`src/rtl/truth_table_sequencer_if.sv`:
```
// ---------------------------------------------------------------------------
// truth_table_sequencer_if
// Bundles the sweep control and result signals of truth_table_sequencer.
// Signals are named from the sequencer's point of view:
//   i_start     request an 8-vector sweep
//   i_abort     terminate a sweep in progress
//   i_dut_x     output of the combinational circuit under control
//   o_abc       circuit input drive, {A,B,C}
//   o_busy      sweep in progress
//   o_done      one-cycle pulse at normal sweep completion
//   o_pass      last completed sweep matched the golden table
//   o_captured  sampled circuit output per vector
//   o_err_count number of mismatching vectors (0..8)
// master: the controlling side (and the circuit), slave: the sequencer.
// ---------------------------------------------------------------------------
interface truth_table_sequencer_if;
    logic       i_start;
    logic       i_abort;
    logic       i_dut_x;
    logic [2:0] o_abc;
    logic       o_busy;
    logic       o_done;
    logic       o_pass;
    logic [7:0] o_captured;
    logic [3:0] o_err_count;

    modport master (
        output i_start, i_abort, i_dut_x,
        input  o_abc, o_busy, o_done, o_pass, o_captured, o_err_count
    );

    modport slave (
        input  i_start, i_abort, i_dut_x,
        output o_abc, o_busy, o_done, o_pass, o_captured, o_err_count
    );
endinterface

```
`src/rtl/truth_table_sequencer.sv`:
```
// ---------------------------------------------------------------------------
// truth_table_sequencer
// Steps a 3-input combinational circuit through all 8 input vectors, holds
// each vector for SETTLE_CYCLES cycles, samples the circuit output and
// compares it against the golden table EXPECTED.
// Ports:
//   i_clk  clock, all state changes on the rising edge
//   i_rst  asynchronous active-high reset
//   bus    truth_table_sequencer_if.slave (start/abort/dut_x in, results out)
//
// state      | meaning
// -----------+-------------------------------------------------------------
// ST_IDLE    | abc=000, waiting for start (abort has priority)
// ST_SETTLE  | abc=idx held while the circuit settles (SETTLE_CYCLES cycles)
// ST_SAMPLE  | one cycle; closing edge captures dut_x for vector idx
// ST_DONE    | one cycle done pulse, pass valid; returns to IDLE
// ---------------------------------------------------------------------------
module truth_table_sequencer #(
    parameter int         SETTLE_CYCLES = 2,
    parameter logic [7:0] EXPECTED      = 8'h90
) (
    input  logic                   i_clk,
    input  logic                   i_rst,
    truth_table_sequencer_if.slave bus
);

    // A setting of 0 behaves as 1; the counter is loaded with (cycles - 1)
    // and the state moves on at terminal count 0.
    localparam int         LP_SETTLE_EFF  = (SETTLE_CYCLES < 1) ? 1 : SETTLE_CYCLES;
    localparam logic [3:0] LP_SETTLE_LOAD = 4'(LP_SETTLE_EFF - 1);

    typedef enum logic [1:0] {
        ST_IDLE   = 2'd0,
        ST_SETTLE = 2'd1,
        ST_SAMPLE = 2'd2,
        ST_DONE   = 2'd3
    } state_t;

    state_t     r_state;
    state_t     w_state_next;
    logic [2:0] r_idx;
    logic [3:0] r_settle_cnt;
    logic [7:0] r_captured;
    logic [3:0] r_err_count;
    logic       r_pass;

    logic       w_mismatch;
    logic [3:0] w_err_next;

    assign w_mismatch = (bus.i_dut_x != EXPECTED[r_idx]);
    // Saturate at 8 so the count can never wrap.
    assign w_err_next = (w_mismatch && (r_err_count != 4'd8)) ? (r_err_count + 4'd1)
                                                              : r_err_count;

    // State register
    always_ff @(posedge i_clk or posedge i_rst) begin
        if (i_rst) begin
            r_state <= ST_IDLE;
        end else begin
            r_state <= w_state_next;
        end
    end

    // Next-state logic
    always_comb begin
        w_state_next = r_state;
        case (r_state)
            ST_IDLE: begin
                if (bus.i_start && !bus.i_abort) begin
                    w_state_next = ST_SETTLE;
                end
            end
            ST_SETTLE: begin
                if (bus.i_abort) begin
                    w_state_next = ST_IDLE;
                end else if (r_settle_cnt == 4'd0) begin
                    w_state_next = ST_SAMPLE;
                end
            end
            ST_SAMPLE: begin
                if (bus.i_abort) begin
                    w_state_next = ST_IDLE;
                end else if (r_idx == 3'd7) begin
                    w_state_next = ST_DONE;
                end else begin
                    w_state_next = ST_SETTLE;
                end
            end
            ST_DONE: begin
                w_state_next = ST_IDLE;
            end
            default: begin
                w_state_next = ST_IDLE;
            end
        endcase
    end

    // Sweep datapath: vector index, settle timer and results
    always_ff @(posedge i_clk or posedge i_rst) begin
        if (i_rst) begin
            r_idx        <= 3'd0;
            r_settle_cnt <= 4'd0;
            r_captured   <= 8'h00;
            r_err_count  <= 4'd0;
            r_pass       <= 1'b0;
        end else begin
            case (r_state)
                ST_IDLE: begin
                    if (bus.i_start && !bus.i_abort) begin
                        r_idx        <= 3'd0;
                        r_settle_cnt <= LP_SETTLE_LOAD;
                        r_captured   <= 8'h00;
                        r_err_count  <= 4'd0;
                        r_pass       <= 1'b0;
                    end
                end
                ST_SETTLE: begin
                    if (bus.i_abort) begin
                        r_pass <= 1'b0;
                    end else if (r_settle_cnt != 4'd0) begin
                        r_settle_cnt <= r_settle_cnt - 4'd1;
                    end
                end
                ST_SAMPLE: begin
                    if (bus.i_abort) begin
                        r_pass <= 1'b0;
                    end else begin
                        r_captured[r_idx] <= bus.i_dut_x;
                        r_err_count       <= w_err_next;
                        if (r_idx != 3'd7) begin
                            r_idx        <= r_idx + 3'd1;
                            r_settle_cnt <= LP_SETTLE_LOAD;
                        end else begin
                            // Uses the count including vector 7 so pass is
                            // already valid while done is high.
                            r_pass <= (w_err_next == 4'd0);
                        end
                    end
                end
                default: begin
                end
            endcase
        end
    end

    // Outputs decoded from state
    always_comb begin
        bus.o_abc       = 3'b000;
        bus.o_busy      = 1'b0;
        bus.o_done      = 1'b0;
        bus.o_pass      = r_pass;
        bus.o_captured  = r_captured;
        bus.o_err_count = r_err_count;
        case (r_state)
            ST_SETTLE, ST_SAMPLE: begin
                bus.o_abc  = r_idx;
                bus.o_busy = 1'b1;
            end
            ST_DONE: begin
                bus.o_abc  = r_idx;
                bus.o_done = 1'b1;
            end
            default: begin
            end
        endcase
    end

endmodule

```
`src/flat_wrapper.sv`:
```
// flat-port wrapper written by rule: the top's interface ports become plain ports
module truth_table_sequencer_flat 
#(
    parameter int         SETTLE_CYCLES = 2,
    parameter logic [7:0] EXPECTED      = 8'h90
)
  (i_clk, i_rst, bus_i_start, bus_i_abort, bus_i_dut_x, bus_o_abc, bus_o_busy, bus_o_done, bus_o_pass, bus_o_captured, bus_o_err_count);
  truth_table_sequencer_if bus_i ();
  input  logic i_clk;
  input  logic i_rst;
  input wire logic [$bits(bus_i.i_start)-1:0] bus_i_start;
  input wire logic [$bits(bus_i.i_abort)-1:0] bus_i_abort;
  input wire logic [$bits(bus_i.i_dut_x)-1:0] bus_i_dut_x;
  output wire logic [$bits(bus_i.o_abc)-1:0] bus_o_abc;
  output wire logic [$bits(bus_i.o_busy)-1:0] bus_o_busy;
  output wire logic [$bits(bus_i.o_done)-1:0] bus_o_done;
  output wire logic [$bits(bus_i.o_pass)-1:0] bus_o_pass;
  output wire logic [$bits(bus_i.o_captured)-1:0] bus_o_captured;
  output wire logic [$bits(bus_i.o_err_count)-1:0] bus_o_err_count;
  assign bus_i.i_start = bus_i_start;
  assign bus_i.i_abort = bus_i_abort;
  assign bus_i.i_dut_x = bus_i_dut_x;
  assign bus_o_abc = bus_i.o_abc;
  assign bus_o_busy = bus_i.o_busy;
  assign bus_o_done = bus_i.o_done;
  assign bus_o_pass = bus_i.o_pass;
  assign bus_o_captured = bus_i.o_captured;
  assign bus_o_err_count = bus_i.o_err_count;
  truth_table_sequencer #(.SETTLE_CYCLES(SETTLE_CYCLES), .EXPECTED(EXPECTED)) u_core (.i_clk(i_clk), .i_rst(i_rst), .bus(bus_i));
endmodule
```
`config.mk`:
```
export PLATFORM = sky130hd
export DESIGN_NAME = truth_table_sequencer_flat
export DESIGN_NICKNAME = d
export VERILOG_FILES = /design/src/rtl/truth_table_sequencer_if.sv /design/src/rtl/truth_table_sequencer.sv /design/src/flat_wrapper.sv
export SDC_FILE = /design/constraint.sdc
export NUM_CORES = 1
export LEC_CHECK = 0
export CAP_MARGIN = 20
export CORE_ASPECT_RATIO = 0.6
export CORE_UTILIZATION = 40
export CTS_CLUSTER_DIAMETER = 120
export DETAILED_ROUTE_END_ITERATION = 12
export GPL_ROUTABILITY_DRIVEN = 0
export MAX_ROUTING_LAYER = met4
export SLEW_MARGIN = 5
export SYNTH_ARGS = -nofsm -noshare
export SYNTH_HDL_FRONTEND = slang
export SYNTH_SLANG_ARGS = --single-unit
```
`constraint.sdc`:
```
create_clock -name i_clk -period 2.78 [get_ports i_clk]
set_clock_uncertainty 0.2 [all_clocks]
set_input_delay 0.417 -clock i_clk [delete_from_list [all_inputs] [get_ports i_clk]]
set_output_delay 0.417 -clock i_clk [all_outputs]
set_load 0.005 [all_outputs]
```
==> summary.txt <==
VDD IR-drop max: 0.4603 mV
Yosys warns: 0
Seq/Total Area, Yosys: 38.60%
Drt total wl: 3176 microns
Relative slew slack: 64.41%
Flops & latches, synth: 22
PD cells: 685.5 nW/um^2
LEAKAGE: 0.0007463 uW
Clk pwr share: 16.8%
Initial DRC Count: 56
Post-Syn Area: 1426 sq um
Sequential Power Share: 38.4%
Antenna violations before repair: 0
Slew @ Worst Pin: 0.5338 ns
CP bufs+invs: 2
Post-route ant nets: 0
Via count: 1,206
Vias per cell: 5.507
Clock buffer depth: 2
Internal: 706.5 uW
Worst-path cell chain: inv_1, ha_1, and2b_2, clkdlybuf4s50_1
Final critical-path share of the clock period: 87.69%
Combinational Power Share: 44.9%
Port bufs: 22
Cells after Synth: 154
Total grt overflow: 0
Count of flip-flops with a built-in enable after synthesis: 0
Root Buffer: clkbuf_8
Final instance area: 1713 sq um
Largest net degree at the start of global routing: 23
Largest fanout on the critical path: 9
Clock transition at the registers of the reported paths: 0.08 ns
Cell Rows: 16
Clock latency on the worst-skew pair: 0.26 ns
Worst path max stage delay: 0.45 ns
Crit path capture type: output pin
Vias in the first global route: 1,026
Area contributors post-synth: dfrtp_1 39%, ha_1 9.6%, o21ai_0 7.4%
Area grow syn2layout: 20.09%
Largest area contributor in the netlist: dfrtp_1
CTS sink count: 22
Sw Ratio: 39.83%
DRC: 0
Die Width: 79.09 microns
# hold bufs at CTS: 0
Max-slew violations: 0
DR pass1 iterations: 4
Unique masters post-synth: 37
Syn_area_per_cell: 9.262 sq um
N_diodes: 0
Nets: 192
H-tree levels: 1
Crit path launch type: flip-flop
Tmin final: 2.438 ns
First-pass GRT wire length: 4981 microns
Placed cell area: 1672 sq um
Final hold vios: 0
RSZ-0062 raised after global routing: false
WL/cell: 14.50 microns
Num CTS Buffers: 3
Synth Flop Type: dfrtp_1
Die Span Y: 48.26 microns
Initial Util: 42.92%
Final setup viols: 0
CTS resizes: 0
Die Area: 3816 sq um
Crit-path leading delay family: buffers and inverters
Net Sw Power: 467.7 uW
Yosys top cell area share: 38.60%
Synth async-reset ratio: 100.0%
Layout cells sized above 1: 8.046%
Net Count, Synth: 170
Max-Cap Viols: 0
Tightest Hold Check Type: input port to async pin
CP Data Required Time: 2.16 ns
Most frequent cells in the layout: 22 x clkdlybuf4s50_1, 22 x dfrtp_1, 21 x o21ai_0
DP HPWL: 2417 microns
Slowest CP cell: clkdlybuf4s50_1
Crit path DAT: 1.82 ns
Setup TNS: 0 ns
Core footprint: 3323 sq um
Global Route Usage Sum: 18.64%
TritonCTS clock tree: done
Crit Path Category: flip-flop to output pin
Highest Clock Rate: 410.2 MHz
Status: complete, no violations
Post-CTS Setup Bufs: 0
# IOs: 23
## worst register-to-register path, cell delays in order (launching register included)
cell and delay, ns:
dfrtp_1 0.58, ha_1 0.31, nand2b_1 0.22, xnor2_4 0.27
o21ai_1 0.13, a21o_1 0.21, mux2_2 0.26
## metrics by stage
stage	hold slack, ns	total power (uW)	utilization, %	cells	setup slack (ns)
after detailed placement	0.2905	977.9	50.30	216	0.5397
final	0.2933	1174	51.54	219	0.3423
after floorplan	0.2062	828.1	-	154	0.7885
after CTS	0.3019	1180	51.54	219	0.3256
after global routing	0.3306	1263	51.54	219	0.2389
after global placement	0.2910	957.0	50.30	216	0.5857
## routing by layer
metal / wire [microns] / track usage [%] / vias to the layer above
li1: - / - / 597
met1: 1640 / 25.43 / 583
met2: 1361 / 27.76 / 21
met3: 147 / 4.486 / 5
met4: 27 / 5.455 / 0
met5: 0 / - / -
## final timing paths
path	cells past startpoint	startpoint	slack, ns	end
max	4	u_core.r_state[0]	0.34	bus_o_abc[2]
min	3	i_rst	0.29	u_core.r_settle_cnt[3]
max reg2reg	6	u_core.r_idx[0]	0.49	u_core.bus.o_err_count[0]
min reg2reg	1	u_core.bus.o_captured[4]	0.30	u_core.bus.o_captured[4]
max in group asynchronous	3	i_rst	1.86	u_core.bus.o_err_count[0]
min in group i_clk	1	u_core.bus.o_captured[4]	0.30	u_core.bus.o_captured[4]
## flip-flops by register name, indices dropped and copies added, names as in the netlist
name                    cells
u_core.bus.o_captured       8
u_core.bus.o_pass           1
u_core.r_idx                3
u_core.r_settle_cnt         4
u_core.bus.o_err_count      4
u_core.r_state              2
## final cells by class
cell class                      count  area, sq um
Inverter                           11        41.29
Timing Repair Buffer               23        227.7
Fill cell                         313         1610
Sequential cell                    22        550.5
Clock buffer                        3        41.29
Tap cell                           45        56.30
Multi-Input combinational cell    115        795.8
## kinds of logic after synthesis
group	synth area share (%)
simple gates	16.58
flops	38.60
buf+inv	5.614
compound gates	24.04
fa+ha+maj	9.649
xor+xnor	2.544
mux	2.982
## synth_stat cells, drive strengths merged, types with 2 or more instances
library cell / n
o31ai: 3
nand2: 10
buf: 3
inv: 11
nor2: 6
xnor2: 2
clkbuf: 3
ha: 11
and2b: 3
nand2b: 4
nor3: 5
o41ai: 3
a31oi: 3
mux2: 2
a22o: 7
nand3: 5
o21ai: 23
nor2b: 3
a21oi: 11
mux2i: 2
dfrtp: 22
and2: 2
## power by group through the flow
stage               registers (uW)  clock network, uW  logic, uW
detailed placement             455                  0        523
finish                         450                197        527
floorplan                      423                  0        405
global route                   462                214        587
CTS                            450                204        525
global placement               449                  0        508
(Power assumes the default switching activity.)
